**config.mk**
```make
export PLATFORM = sky130hd
export DESIGN_NAME = uart_loader
export DESIGN_NICKNAME = d
export VERILOG_FILES = /design/src/rtl/uart_loader_pkg.sv /design/src/rtl/uart_loader_timeout.sv /design/src/rtl/uart_loader.sv
export SDC_FILE = /design/constraint.sdc
export NUM_CORES = 1
export LEC_CHECK = 0
export ABC_CLOCK_PERIOD_IN_PS = 2950
export BUFFER_PORTS_ARGS = -buffer_cell sky130_fd_sc_hd__buf_2
export CAP_MARGIN = 20
export CORE_MARGIN = 3
export CORE_UTILIZATION = 62
export CTS_BUF_LIST = sky130_fd_sc_hd__clkbuf_8
export DETAILED_ROUTE_END_ITERATION = 8
export GPL_TIMING_DRIVEN = 0
export HOLD_SLACK_MARGIN = 0.03
export PLACE_DENSITY = 0.88
export RECOVER_POWER = 100
export SKIP_CTS_REPAIR_TIMING = 1
export SLEW_MARGIN = 20
export SYNTH_ARGS = -nofsm -noshare
export SYNTH_HDL_FRONTEND = slang
export SYNTH_SLANG_ARGS = --single-unit
```
**constraint.sdc**
```tcl
create_clock -name clk -period 2.95 [get_ports clk]
set_input_delay 0.1475 -clock clk [delete_from_list [all_inputs] [get_ports clk]]
set_output_delay 0.1475 -clock clk [all_outputs]
set_load 0.05 [all_outputs]
```
**src/rtl/uart_loader_pkg.sv**
```systemverilog
// uart_loader_pkg: shared protocol bytes and FSM state encoding for the serial image loader.
//   No ports. Exports LDR_* protocol constants and the loader state type.
package uart_loader_pkg;

    localparam logic [7:0] LDR_SYNC = 8'h55;
    localparam logic [7:0] LDR_GO   = 8'hAA;
    localparam logic [7:0] LDR_ACK  = 8'h06;
    localparam logic [7:0] LDR_NAK  = 8'h15;

    typedef enum logic [3:0] {
        ST_IDLE,
        ST_SYNC,
        ST_ADDR_HI,
        ST_ADDR_LO,
        ST_LEN,
        ST_DATA,
        ST_CSUM,
        ST_RESP,
        ST_GO
    } state_t;

    // States in which the inter-byte timeout is armed
    function automatic logic is_timed(state_t s);
        return s == ST_ADDR_HI || s == ST_ADDR_LO || s == ST_LEN || s == ST_DATA || s == ST_CSUM;
    endfunction

endpackage

```
**src/rtl/uart_loader_timeout.sv**
```systemverilog
// uart_loader_timeout: loadable down-counter flagging CYCLES idle cycles.
//   clk, rst_n : clock, asynchronous active-low reset
//   clear      : reload the counter (byte received or state change)
//   enable     : count while high
//   expired    : high on the cycle CYCLES after the last clear while enabled
module uart_loader_timeout #(
    parameter int unsigned CYCLES = 5_000_000
) (
    input  logic clk,
    input  logic rst_n,
    input  logic clear,
    input  logic enable,
    output logic expired
);

    localparam int W = $clog2(CYCLES + 1);

    logic [W-1:0] cnt;

    // Loaded with CYCLES-1 so that zero is reached exactly CYCLES cycles after the clear
    always_ff @(posedge clk or negedge rst_n) begin
        if (!rst_n)
            cnt <= '0;
        else if (clear)
            cnt <= W'(CYCLES - 1);
        else if (enable && cnt != '0)
            cnt <= cnt - 1'b1;
    end

    assign expired = enable && cnt == '0;

endmodule

```
**src/rtl/uart_loader.sv**
```systemverilog
// uart_loader: framed serial image loader driving the RAM write port and CPU boot hold.
//   clk, rst_n         : clock, asynchronous active-low reset
//   rx_data, rx_done   : received byte and its one-cycle strobe
//   tx_done            : transmitter finished the response byte
//   trigger            : level; rising edge in IDLE starts a new load
//   tx_data, tx_wr     : response byte and one-cycle transmit request
//   ram_we/addr/data   : one-cycle RAM write
//   booting, cpu_rst   : loader owns RAM/UART, CPU held in reset
module uart_loader
    import uart_loader_pkg::*;
#(
    parameter int unsigned TIMEOUT_CYCLES = 5_000_000,
    parameter bit          BOOT_ON_RESET  = 1'b1
) (
    input  logic        clk,
    input  logic        rst_n,
    input  logic [7:0]  rx_data,
    input  logic        rx_done,
    input  logic        tx_done,
    input  logic        trigger,
    output logic [7:0]  tx_data,
    output logic        tx_wr,
    output logic        ram_we,
    output logic [15:0] ram_addr,
    output logic [7:0]  ram_data,
    output logic        booting,
    output logic        cpu_rst
);

    state_t      state, state_n;
    logic [15:0] base, base_n;
    logic [7:0]  len, len_n;
    logic [7:0]  idx, idx_n;
    logic [7:0]  csum, csum_n;
    logic [7:0]  sum;
    logic [7:0]  tx_data_n, ram_data_n;
    logic [15:0] ram_addr_n;
    logic        tx_wr_n, ram_we_n, booting_n;
    logic        trig_q;
    logic        expired;

    assign sum = csum + rx_data;

    uart_loader_timeout #(.CYCLES(TIMEOUT_CYCLES)) u_timeout (
        .clk     (clk),
        .rst_n   (rst_n),
        .clear   (rx_done || state_n != state),
        .enable  (is_timed(state)),
        .expired (expired)
    );

    always_comb begin
        state_n    = state;
        base_n     = base;
        len_n      = len;
        idx_n      = idx;
        csum_n     = csum;
        tx_data_n  = tx_data;
        tx_wr_n    = 1'b0;
        ram_we_n   = 1'b0;
        ram_addr_n = ram_addr;
        ram_data_n = ram_data;
        case (state)
            ST_IDLE:
                if (trigger && !trig_q)
                    state_n = ST_SYNC;
            ST_SYNC:
                if (rx_done && rx_data == LDR_SYNC) begin
                    state_n = ST_ADDR_HI;
                    csum_n  = '0;
                    idx_n   = '0;
                end else if (rx_done && rx_data == LDR_GO) begin
                    state_n   = ST_GO;
                    tx_wr_n   = 1'b1;
                    tx_data_n = LDR_ACK;
                end
            ST_ADDR_HI:
                if (rx_done) begin
                    base_n[15:8] = rx_data;
                    csum_n       = sum;
                    state_n      = ST_ADDR_LO;
                end
            ST_ADDR_LO:
                if (rx_done) begin
                    base_n[7:0] = rx_data;
                    csum_n      = sum;
                    state_n     = ST_LEN;
                end
            ST_LEN:
                if (rx_done) begin
                    len_n   = rx_data;
                    csum_n  = sum;
                    state_n = ST_DATA;
                end
            ST_DATA:
                if (rx_done) begin
                    ram_we_n   = 1'b1;
                    ram_addr_n = base + 16'(idx);
                    ram_data_n = rx_data;
                    csum_n     = sum;
                    idx_n      = idx + 1'b1;
                    // len-1 wraps to 0xFF for len 0, giving a 256-byte payload
                    state_n    = idx == len - 1'b1 ? ST_CSUM : ST_DATA;
                end
            ST_CSUM:
                if (rx_done) begin
                    state_n   = ST_RESP;
                    tx_wr_n   = 1'b1;
                    tx_data_n = sum == 8'h00 ? LDR_ACK : LDR_NAK;
                end
            ST_RESP:
                if (tx_done)
                    state_n = ST_SYNC;
            ST_GO:
                if (tx_done)
                    state_n = ST_IDLE;
            default:
                state_n = ST_SYNC;
        endcase
        // A byte arriving on the expiry cycle takes priority over the timeout
        if (expired && !rx_done) begin
            state_n   = ST_RESP;
            tx_wr_n   = 1'b1;
            tx_data_n = LDR_NAK;
        end
        booting_n = state_n != ST_IDLE;
    end

    always_ff @(posedge clk or negedge rst_n) begin
        if (!rst_n) begin
            state    <= BOOT_ON_RESET ? ST_SYNC : ST_IDLE;
            base     <= '0;
            len      <= '0;
            idx      <= '0;
            csum     <= '0;
            tx_data  <= '0;
            tx_wr    <= 1'b0;
            ram_we   <= 1'b0;
            ram_addr <= '0;
            ram_data <= '0;
            booting  <= BOOT_ON_RESET;
            cpu_rst  <= BOOT_ON_RESET;
            trig_q   <= 1'b0;
        end else begin
            state    <= state_n;
            base     <= base_n;
            len      <= len_n;
            idx      <= idx_n;
            csum     <= csum_n;
            tx_data  <= tx_data_n;
            tx_wr    <= tx_wr_n;
            ram_we   <= ram_we_n;
            ram_addr <= ram_addr_n;
            ram_data <= ram_data_n;
            booting  <= booting_n;
            cpu_rst  <= booting_n;
            trig_q   <= trigger;
        end
    end

endmodule
```
==> tab_implementation.tex, run 1 <==
\begin{tabular}{lr}
\hline
Metric & Value \\
\hline
\multicolumn{2}{l}{\textbf{Layout}} \\
\quad Final nets & 648 \\
\quad Total inserted antenna cells & 0 \\
\quad Share of cells above drive strength 1 & 0.1323 \\
\quad Final design utilization & 0.7221 \\
\quad Final instance area & 5963 um2 \\
\quad Relative area change from synthesis to final layout & 12.41\% \\
\multicolumn{2}{l}{\textbf{STA}} \\
\quad Headroom to the max-slew limit & -0.3985 \\
\quad Final critical-path required period & 2914 ps \\
\quad Final setup violation count & 0 \\
\quad Final setup skew & 16.20 ps \\
\quad Number of pins with negative max-slew slack in the final report & 44 \\
\quad Transition at the pin with the smallest max-transition slack & 2098 ps \\
\quad Number of endpoints with negative hold slack in the final report & 0 \\
\quad Max frequency & 0.3432 GHz \\
\quad Fraction of the cycle the final worst path needs & 0.9879 \\
\multicolumn{2}{l}{\textbf{Pwr}} \\
\quad Total power after layout & 0.005647 W \\
\quad Power Internal & 0.003015 W \\
\quad Switching Fraction & 0.4661 \\
\quad Static leakage & 2.644 nW \\
\quad Switching power total & 0.002632 W \\
\quad Sequential group share of total power & 0.375 \\
\quad Power per cell area & 946.9 nW/um2 \\
\quad Part of the power in the clock network & 0.157 \\
\quad Worst voltage drop across the vdd grid & 0.0007128 V \\
\quad Logic pwr share & 0.468 \\
\multicolumn{2}{l}{\textbf{Run status}} \\
\quad Violations in the final reports & max-capacitance violations, max-slew violations \\
\quad Outcome & finished with violations \\
\multicolumn{2}{l}{\textbf{Floorplan}} \\
\quad Ports & 49 \\
\quad Core region area & 8258 um2 \\
\quad DIE AREA & 9702 um2 \\
\quad Initial core utilization & 0.6424 \\
\quad Die extent in x & 98.50 um \\
\quad Die span in y & 98.50 um \\
\quad Number of rows created at floorplan & 33 \\
\multicolumn{2}{l}{\textbf{Setup path}} \\
\quad Kind of end point of the critical path & register \\
\quad Maximum net fanout on the critical path & 8 \\
\quad Setup slack of the worst register-to-register path & 40 ps \\
\quad Crit start category & register \\
\quad CP Data Arrival Time & 3210 ps \\
\quad Category of the most critical setup path & reg -> reg \\
\quad Required time of the worst setup path & 3250 ps \\
\multicolumn{2}{l}{\textbf{Logic synthesis}} \\
\quad Area share of the largest cell type after synthesis & 0.4528 \\
\quad Flop and latch count out of synthesis & 98 \\
\quad Per-instance average area after synthesis & 9.611 um2 \\
\quad Most common cell in the synthesized netlist & sky130\_fd\_sc\_hd\_\_nand2\_1 \\
\quad Post-synth EDFFs & 0 \\
\quad Number of standard cells after synthesis & 552 \\
\quad Post-synthesis cell type count & 63 \\
\quad Post-synthesis sequential area ratio & 0.4627 \\
\quad Top cells by instance count after synthesis & sky130\_fd\_sc\_hd\_\_nand2\_1, sky130\_fd\_sc\_hd\_\_dfrtp\_1, sky130\_fd\_sc\_hd\_\_nor2\_1, sky130\_fd\_sc\_hd\_\_xor2\_1, sky130\_fd\_sc\_hd\_\_o21ai\_0 \\
\quad Primary flip-flop cell chosen by synthesis mapping & sky130\_fd\_sc\_hd\_\_dfrtp\_1 \\
\quad Most area-hungry cell type in the Yosys netlist & sky130\_fd\_sc\_hd\_\_dfrtp\_1 \\
\quad Yosys warning total & 0 \\
\quad Leading cell types by total area after synthesis & sky130\_fd\_sc\_hd\_\_dfrtp\_1, sky130\_fd\_sc\_hd\_\_nand2\_1, sky130\_fd\_sc\_hd\_\_xor2\_1 \\
\quad Share of flip-flops with an asynchronous set or reset after synthesis & 1.000 \\
\quad Area of the mapped netlist & 5305 um2 \\
\multicolumn{2}{l}{\textbf{Flow run}} \\
\quad Max-capacitance violation count & 1 \\
\multicolumn{2}{l}{\textbf{Global routing}} \\
\quad Total congestion overflow & 0 \\
\quad Wire length of the first global-routing pass & 20,220 um \\
\quad Vias in the first global route & 4,225 \\
\quad Total routing resource utilization after global routing & 0.2566 \\
\quad Initial antenna violation count & 0 \\
\quad Largest net degree at the start of global routing & 56 \\
\multicolumn{2}{l}{\textbf{Detailed routing}} \\
\quad Number of remaining DRC errors & 0 \\
\quad Final Routed Wirelength & 12,200 um \\
\quad Vias per cell & 5.975 \\
\quad First DRT Iteration DRCs & 283 \\
\quad Drt wl/cell & 16.83 um \\
\quad Count of nets left with antenna violations after detail routing & 0 \\
\quad Vias & 4,332 \\
\quad First-pass iteration count of the detailed router & 5 \\
\multicolumn{2}{l}{\textbf{Hold path}} \\
\quad Worst min-delay path class & in -> reg \\
\multicolumn{2}{l}{\textbf{Clock tree}} \\
\quad Htree depth & 3 \\
\quad Number of buffers between clock root and the deepest sink & 2 \\
\quad Clock buffers created by TritonCTS & 9 \\
\quad Register clock-pin slew on the reported worst setup and hold paths & 100 ps \\
\quad TritonCTS clock tree & yes \\
\quad Clock latency at the later pin of the worst-skew pair & 380 ps \\
\quad Clock Tree Root & sky130\_fd\_sc\_hd\_\_clkbuf\_8 \\
\quad Count of clock tree sinks & 98 \\
\multicolumn{2}{l}{\textbf{Place}} \\
\quad Last weighted congestion value of the routability-driven placer & 0.9295 \\
\quad HPWL after DPL & 8599 um \\
\quad Total cell area at the placement stage & 5702 um2 \\
\quad Port bufs & 44 \\
\hline
\end{tabular}
[registers in the layout, indices dropped and copies added, names as in the netlist, 3 cells and up]
register	cells
base	16
csum	8
idx	8
len	8
ram_addr	16
ram_data	8
state	4
tx_data	3
u_timeout.cnt	23
[power by group through the flow]
stage | sequential [W] | combinational (W) | clock, W
final | 0.00212 | 0.00264 | 0.000886
after global routing | 0.00216 | 0.00290 | 0.000957
after CTS | 0.00208 | 0.00259 | 0.000893
after detailed placement | 0.00211 | 0.00257 | 0
after global placement | 0.00207 | 0.00245 | 0
after floorplan | 0.00258 | 0.00146 | 0
[logic make-up (layout without fill, tap and decap cells)]
| kind of cell | after synthesis | after routing | share of synthesized area |
|---|---|---|---|
| compound gates | 80 | 80 | 0.09787 |
| xor+xnor | 55 | 55 | 0.09080 |
| fa+ha+maj | 20 | 20 | 0.05000 |
| buf+inv | 42 | 107 | 0.03420 |
| flops | 98 | 98 | 0.4627 |
| mux | 24 | 24 | 0.05071 |
| other cells | 1 | 4 | 0.0007069 |
| simple gates | 232 | 232 | 0.2130 |
[critical path, cell delays in order (launching register included)]
cell,delay (ps)
sky130_fd_sc_hd__dfrtp_2,470
sky130_fd_sc_hd__or3b_2,510
sky130_fd_sc_hd__nor4_4,280
sky130_fd_sc_hd__a211oi_2,80
sky130_fd_sc_hd__a2111oi_4,400
sky130_fd_sc_hd__a21oi_1,110
sky130_fd_sc_hd__or4_4,440
sky130_fd_sc_hd__or4b_4,550
[cells in the final DEF (no fill, tap or decap), drive strengths merged, types with 4 or more instances in the layout]
cell	n
conb	4
xor2	32
dfrtp	96
xnor2	23
o31ai	6
o22ai	7
and3	6
a21oi	11
nand2b	7
nand4	6
inv	25
o21a	4
nor2	42
nor4	5
ha	18
mux2	23
clkbuf	56
buf	21
nand2	98
nor2b	5
nand3	20
o21ai	29
nor3	15
[metrics by stage]
step	TNS (ps)	std cells	setup slack [ps]	hold WS [ps]
after CTS	-1077	721	-138.2	-314.2
after global routing	-40.52	725	-40.52	51.59
after global placement	0	704	38.41	271.2
final	0	725	35.84	56.35
after detailed placement	-5.333	705	-3.663	91.94
after floorplan	0	555	238.1	-148.1
[final cells by class]
cell class	count	area [um2]
Buffer	22	108.9
Multi-Input combinational cell	415	2741
Tap cell	105	131.4
Timing Repair Buffer	49	247.7
Fill cell	602	2295
Clock inverter	7	76.32
Clock buffer	9	123.9
Sequential cell	98	2459
Inverter	20	75.07
[metal layers]
layer	part of all wire	GRT usage	vias up
li1	-	-	2026
met1	0.42	0.3340	2127
met2	0.51	0.4280	156
met3	0.055	0.05874	23
met4	0.020	0.08403	0
met5	0	0	-
[final timing paths]
| kind | start | to | cells after the start |
|---|---|---|---|
| min in group asynchronous | rst_n | ram_addr[6]$_DFFE_PN0P_ | 2 |
| min reg2reg | tx_data[2]$_DFFE_PN0P_ | tx_data[2]$_DFFE_PN0P_ | 1 |
| min | tx_done | state[3]$_DFF_PN0_ | 2 |
| max in group asynchronous | rst_n | idx[5]$_DFFE_PN0P_ | 2 |
| max | idx[5]$_DFFE_PN0P_ | cpu_rst$_DFF_PN1_ | 7 |
| max reg2reg | idx[5]$_DFFE_PN0P_ | cpu_rst$_DFF_PN1_ | 7 |
Note: power is estimated with default switching activity, not from simulation.
==> run 2, diff against run 1 <==
- CORE_ASPECT_RATIO: default -> 0.5
- CORE_UTILIZATION: 62 -> 30
- HOLD_SLACK_MARGIN: 0.03 -> 0.08
- PLACE_DENSITY: 0.88 -> 0.51
==> tab_implementation.tex, run 2 (synthesized netlist as in run 1, its figures left out) <==
\begin{tabular}{lr}
\hline
Metric & Value \\
\hline
\multicolumn{2}{l}{\textbf{Run status}} \\
\quad Outcome & finished, final reports clean \\
\multicolumn{2}{l}{\textbf{Pwr}} \\
\quad Power per cell area & 909.5 nW/um2 (-4.0\%) \\
\quad Switching Fraction & 0.4567 (-0.009413) \\
\quad Logic pwr share & 0.468 (about the same) \\
\quad Worst voltage drop across the vdd grid & 0.0003204 V (-55\%) \\
\quad Switching power total & 0.002548 W (-3.2\%) \\
\quad Sequential group share of total power & 0.376 (about the same) \\
\quad Power Internal & 0.003032 W (+0.56\%) \\
\quad Part of the power in the clock network & 0.155 (-0.002) \\
\quad Total power after layout & 0.005580 W (-1.2\%) \\
\quad Static leakage & 2.646 nW (about the same) \\
\multicolumn{2}{l}{\textbf{Global routing}} \\
\quad Initial antenna violation count & 0 (unchanged) \\
\quad Total routing resource utilization after global routing & 0.1331 (-0.1235) \\
\quad Vias in the first global route & 3,985 (-5.7\%) \\
\quad Met1 track utilization from global routing & 0.1888 (-0.1451) \\
\quad Largest net degree at the start of global routing & 76 (+36\%) \\
\quad Met2 track demand over resource in global routing & 0.2131 (-0.2149) \\
\quad Wire length of the first global-routing pass & 20,860 um (+3.2\%) \\
\quad Layer with the highest usage & met2 \\
\quad Met3 layer usage reported by global route & 0.02918 (-0.02957) \\
\quad Total congestion overflow & 0 (unchanged) \\
\multicolumn{2}{l}{\textbf{STA}} \\
\quad Headroom to the max-slew limit & 0.1450 (+0.5436) \\
\quad Number of pins with negative max-slew slack in the final report & 0 (-100\%) \\
\quad Worst setup margin & 38.63 ps (+2.795 ps) \\
\quad Number of endpoints with negative hold slack in the final report & 0 (unchanged) \\
\quad Post-Route Setup TNS & 0 ps (unchanged) \\
\quad Setup repair after global routing missed its margin & true \\
\quad Final critical-path required period & 2911 ps (-2.796 ps) \\
\quad Transition at the pin with the smallest max-transition slack & 1282 ps (-815.4 ps) \\
\quad Max frequency & 0.3435 GHz (about the same) \\
\quad Fraction of the cycle the final worst path needs & 0.9869 (about the same) \\
\quad Final setup violation count & 0 (unchanged) \\
\quad Final setup skew & 21.08 ps (+4.884 ps) \\
\multicolumn{2}{l}{\textbf{Setup path}} \\
\quad Required time of the worst setup path & 3230 ps (-20 ps) \\
\quad Crit start category & register \\
\quad Reg-to-Reg Start & len[2]\$\_DFFE\_PN0P\_ \\
\quad Worst reg2reg path endpoint & cpu\_rst\$\_DFF\_PN1\_ \\
\quad CP Data Arrival Time & 3190 ps (-20 ps) \\
\quad Slowest library cell on the worst path & sky130\_fd\_sc\_hd\_\_or4\_4 \\
\quad Setup slack of the worst register-to-register path & 40 ps (about the same) \\
\quad Category of the most critical setup path & reg -> reg \\
\quad List of cells traversed by the critical path & or4\_4, nor4\_4, a211oi\_2, a2111oi\_4, a21oi\_1, or4\_4, or4b\_4 \\
\quad Maximum net fanout on the critical path & 6 (-2) \\
\quad Worst-case reg-to-reg path depth & 7 (unchanged) \\
\quad Kind of end point of the critical path & register \\
\quad Delay of the slowest cell on the worst path & 570 ps (+20 ps) \\
\quad Most common cell type on the critical path & sky130\_fd\_sc\_hd\_\_or4\_4 \\
\multicolumn{2}{l}{\textbf{Layout}} \\
\quad Largest regs & u\_timeout.cnt (23), base (16), ram\_addr (16) \\
\quad Relative area change from synthesis to final layout & 15.66\% \\
\quad Commonest cells after routing, fill and taps aside & sky130\_fd\_sc\_hd\_\_nand2\_1, sky130\_fd\_sc\_hd\_\_dfrtp\_1, sky130\_fd\_sc\_hd\_\_clkbuf\_1 \\
\quad Fill cell count & 1,729 (+190\%) \\
\quad Most common cell after layout, fill and taps aside & sky130\_fd\_sc\_hd\_\_nand2\_1 \\
\quad Count of non-filler cells in the finished layout & 851 (+17\%) \\
\quad Total inserted antenna cells & 0 (unchanged) \\
\quad Final design utilization & 0.3642 (-0.3579) \\
\quad Top reg by flops & u\_timeout.cnt \\
\quad Share of cells above drive strength 1 & 0.1346 (+0.002357) \\
\quad Final nets & 652 (+0.62\%) \\
\quad Max reg flops & 23 (unchanged) \\
\multicolumn{2}{l}{\textbf{Place}} \\
\quad Worst slack at placement & -132.6 ps (-128.9 ps) \\
\quad Number of instances in the placed design & 827 (+17\%) \\
\quad Last weighted congestion value of the routability-driven placer & 0.8281 (-11\%) \\
\quad HPWL after DPL & 9044 um (+5.2\%) \\
\quad Port bufs & 44 (unchanged) \\
\multicolumn{2}{l}{\textbf{Detailed routing}} \\
\quad Final Routed Wirelength & 12,780 um (+4.8\%) \\
\quad Number of remaining DRC errors & 0 (unchanged) \\
\quad First-pass iteration count of the detailed router & 4 (-1) \\
\quad First DRT Iteration DRCs & 208 (-27\%) \\
\quad Count of nets left with antenna violations after detail routing & 0 (unchanged) \\
\quad Vias per cell & 4.821 (-19\%) \\
\quad Vias & 4,103 (-5.3\%) \\
\quad Drt wl/cell & 15.02 um (-11\%) \\
\multicolumn{2}{l}{\textbf{Flow run}} \\
\quad Max-capacitance violation count & 0 (-1) \\
\multicolumn{2}{l}{\textbf{Clock tree}} \\
\quad Clock Tree Root & sky130\_fd\_sc\_hd\_\_clkbuf\_8 \\
\quad Number of buffers between clock root and the deepest sink & 2 (unchanged) \\
\quad Clock buffers created by TritonCTS & 9 (unchanged) \\
\quad Register clock-pin slew on the reported worst setup and hold paths & 110 ps (about the same) \\
\quad Htree depth & 3 (unchanged) \\
\quad Count of clock tree sinks & 98 (unchanged) \\
\quad Clock latency at the later pin of the worst-skew pair & 380 ps (about the same) \\
\quad TritonCTS clock tree & yes \\
\multicolumn{2}{l}{\textbf{Floorplan}} \\
\quad Die span in y & 100.0 um (+1.6\%) \\
\quad Die extent in x & 194.1 um (+97\%) \\
\quad Number of rows created at floorplan & 33 (unchanged) \\
\quad Core region area & 16,850 um2 (+100\%) \\
\quad Initial core utilization & 0.3149 (-0.3275) \\
\quad DIE AREA & 19,410 um2 (+100\%) \\
\quad Ports & 49 (unchanged) \\
\multicolumn{2}{l}{\textbf{Hold path}} \\
\quad Worst hold path stage count & 3 (+1) \\
\quad Worst hold path startpoint & rx\_data[3] \\
\quad Worst min-delay path class & in -> reg \\
\quad Destination of the worst hold path & ram\_data[3]\$\_DFFE\_PN0P\_ \\
\hline
\end{tabular}
==> run 2: worst max path at each step <==
stage	from	endpoint	cells past startpoint	slack [ps]
after floorplan	len[0]$_DFFE_PN0P_	cpu_rst$_DFF_PN1_	7	240
after global placement	u_timeout.cnt[6]$_DFFE_PN0P_	u_timeout.cnt[3]$_DFFE_PN0P_	8	-120
after detailed placement	u_timeout.cnt[6]$_DFFE_PN0P_	u_timeout.cnt[19]$_DFFE_PN0P_	8	-130
after CTS	u_timeout.cnt[6]$_DFFE_PN0P_	u_timeout.cnt[19]$_DFFE_PN0P_	8	-170
after global routing	len[1]$_DFFE_PN0P_	cpu_rst$_DFF_PN1_	7	-50
final	len[2]$_DFFE_PN0P_	cpu_rst$_DFF_PN1_	7	40
==> run 2: power by group through the flow <==
| stage | Sequential (W) | Combinational [W] | Clock (W) |
|---|---|---|---|
| floorplan | 0.00258 | 0.00146 | 0 |
| global placement | 0.00209 | 0.00254 | 0 |
| detailed placement | 0.00211 | 0.00256 | 0 |
| CTS | 0.00208 | 0.00257 | 0.000904 |
| global route | 0.00216 | 0.00289 | 0.000948 |
| finish | 0.00210 | 0.00261 | 0.000868 |
==> run 2: final cells by class <==
type	count	area [um2]	area share
buffer	22	107.6	0.01754
clock buffer	10	137.6	0.02243
clock inverter	6	56.30	0.009176
timing repair buffer	53	256.5	0.04180
inverter	20	75.07	0.01223
multi-input combinational	415	2759	0.4496
tap	227	284.0	0.04629
sequential	98	2460	0.4009
==> run 2: critical path, delay by kind of cell, from the launching register on <==
family,cells,cell delay (ps)
compound gates,3,630
flops,1,450
simple gates,4,1730
==> run 2: routing by layer <==
metal  up-vias  part of all wire
li1       2024                 -
met2        53              0.45
met3         7             0.028
met5         -                 0
met1      2019              0.51
met4         0            0.0074
==> run 2: through the flow <==
| stage | cell area, um2 | hold WS [ps] |
|---|---|---|
| finish | 6136 | 96.15 |
| global route | 6136 | 86.91 |
| CTS | 6048 | -391.3 |
| detailed placement | 5854 | 22.97 |
| global placement | 5821 | 267.7 |
| floorplan | 5316 | -148.1 |
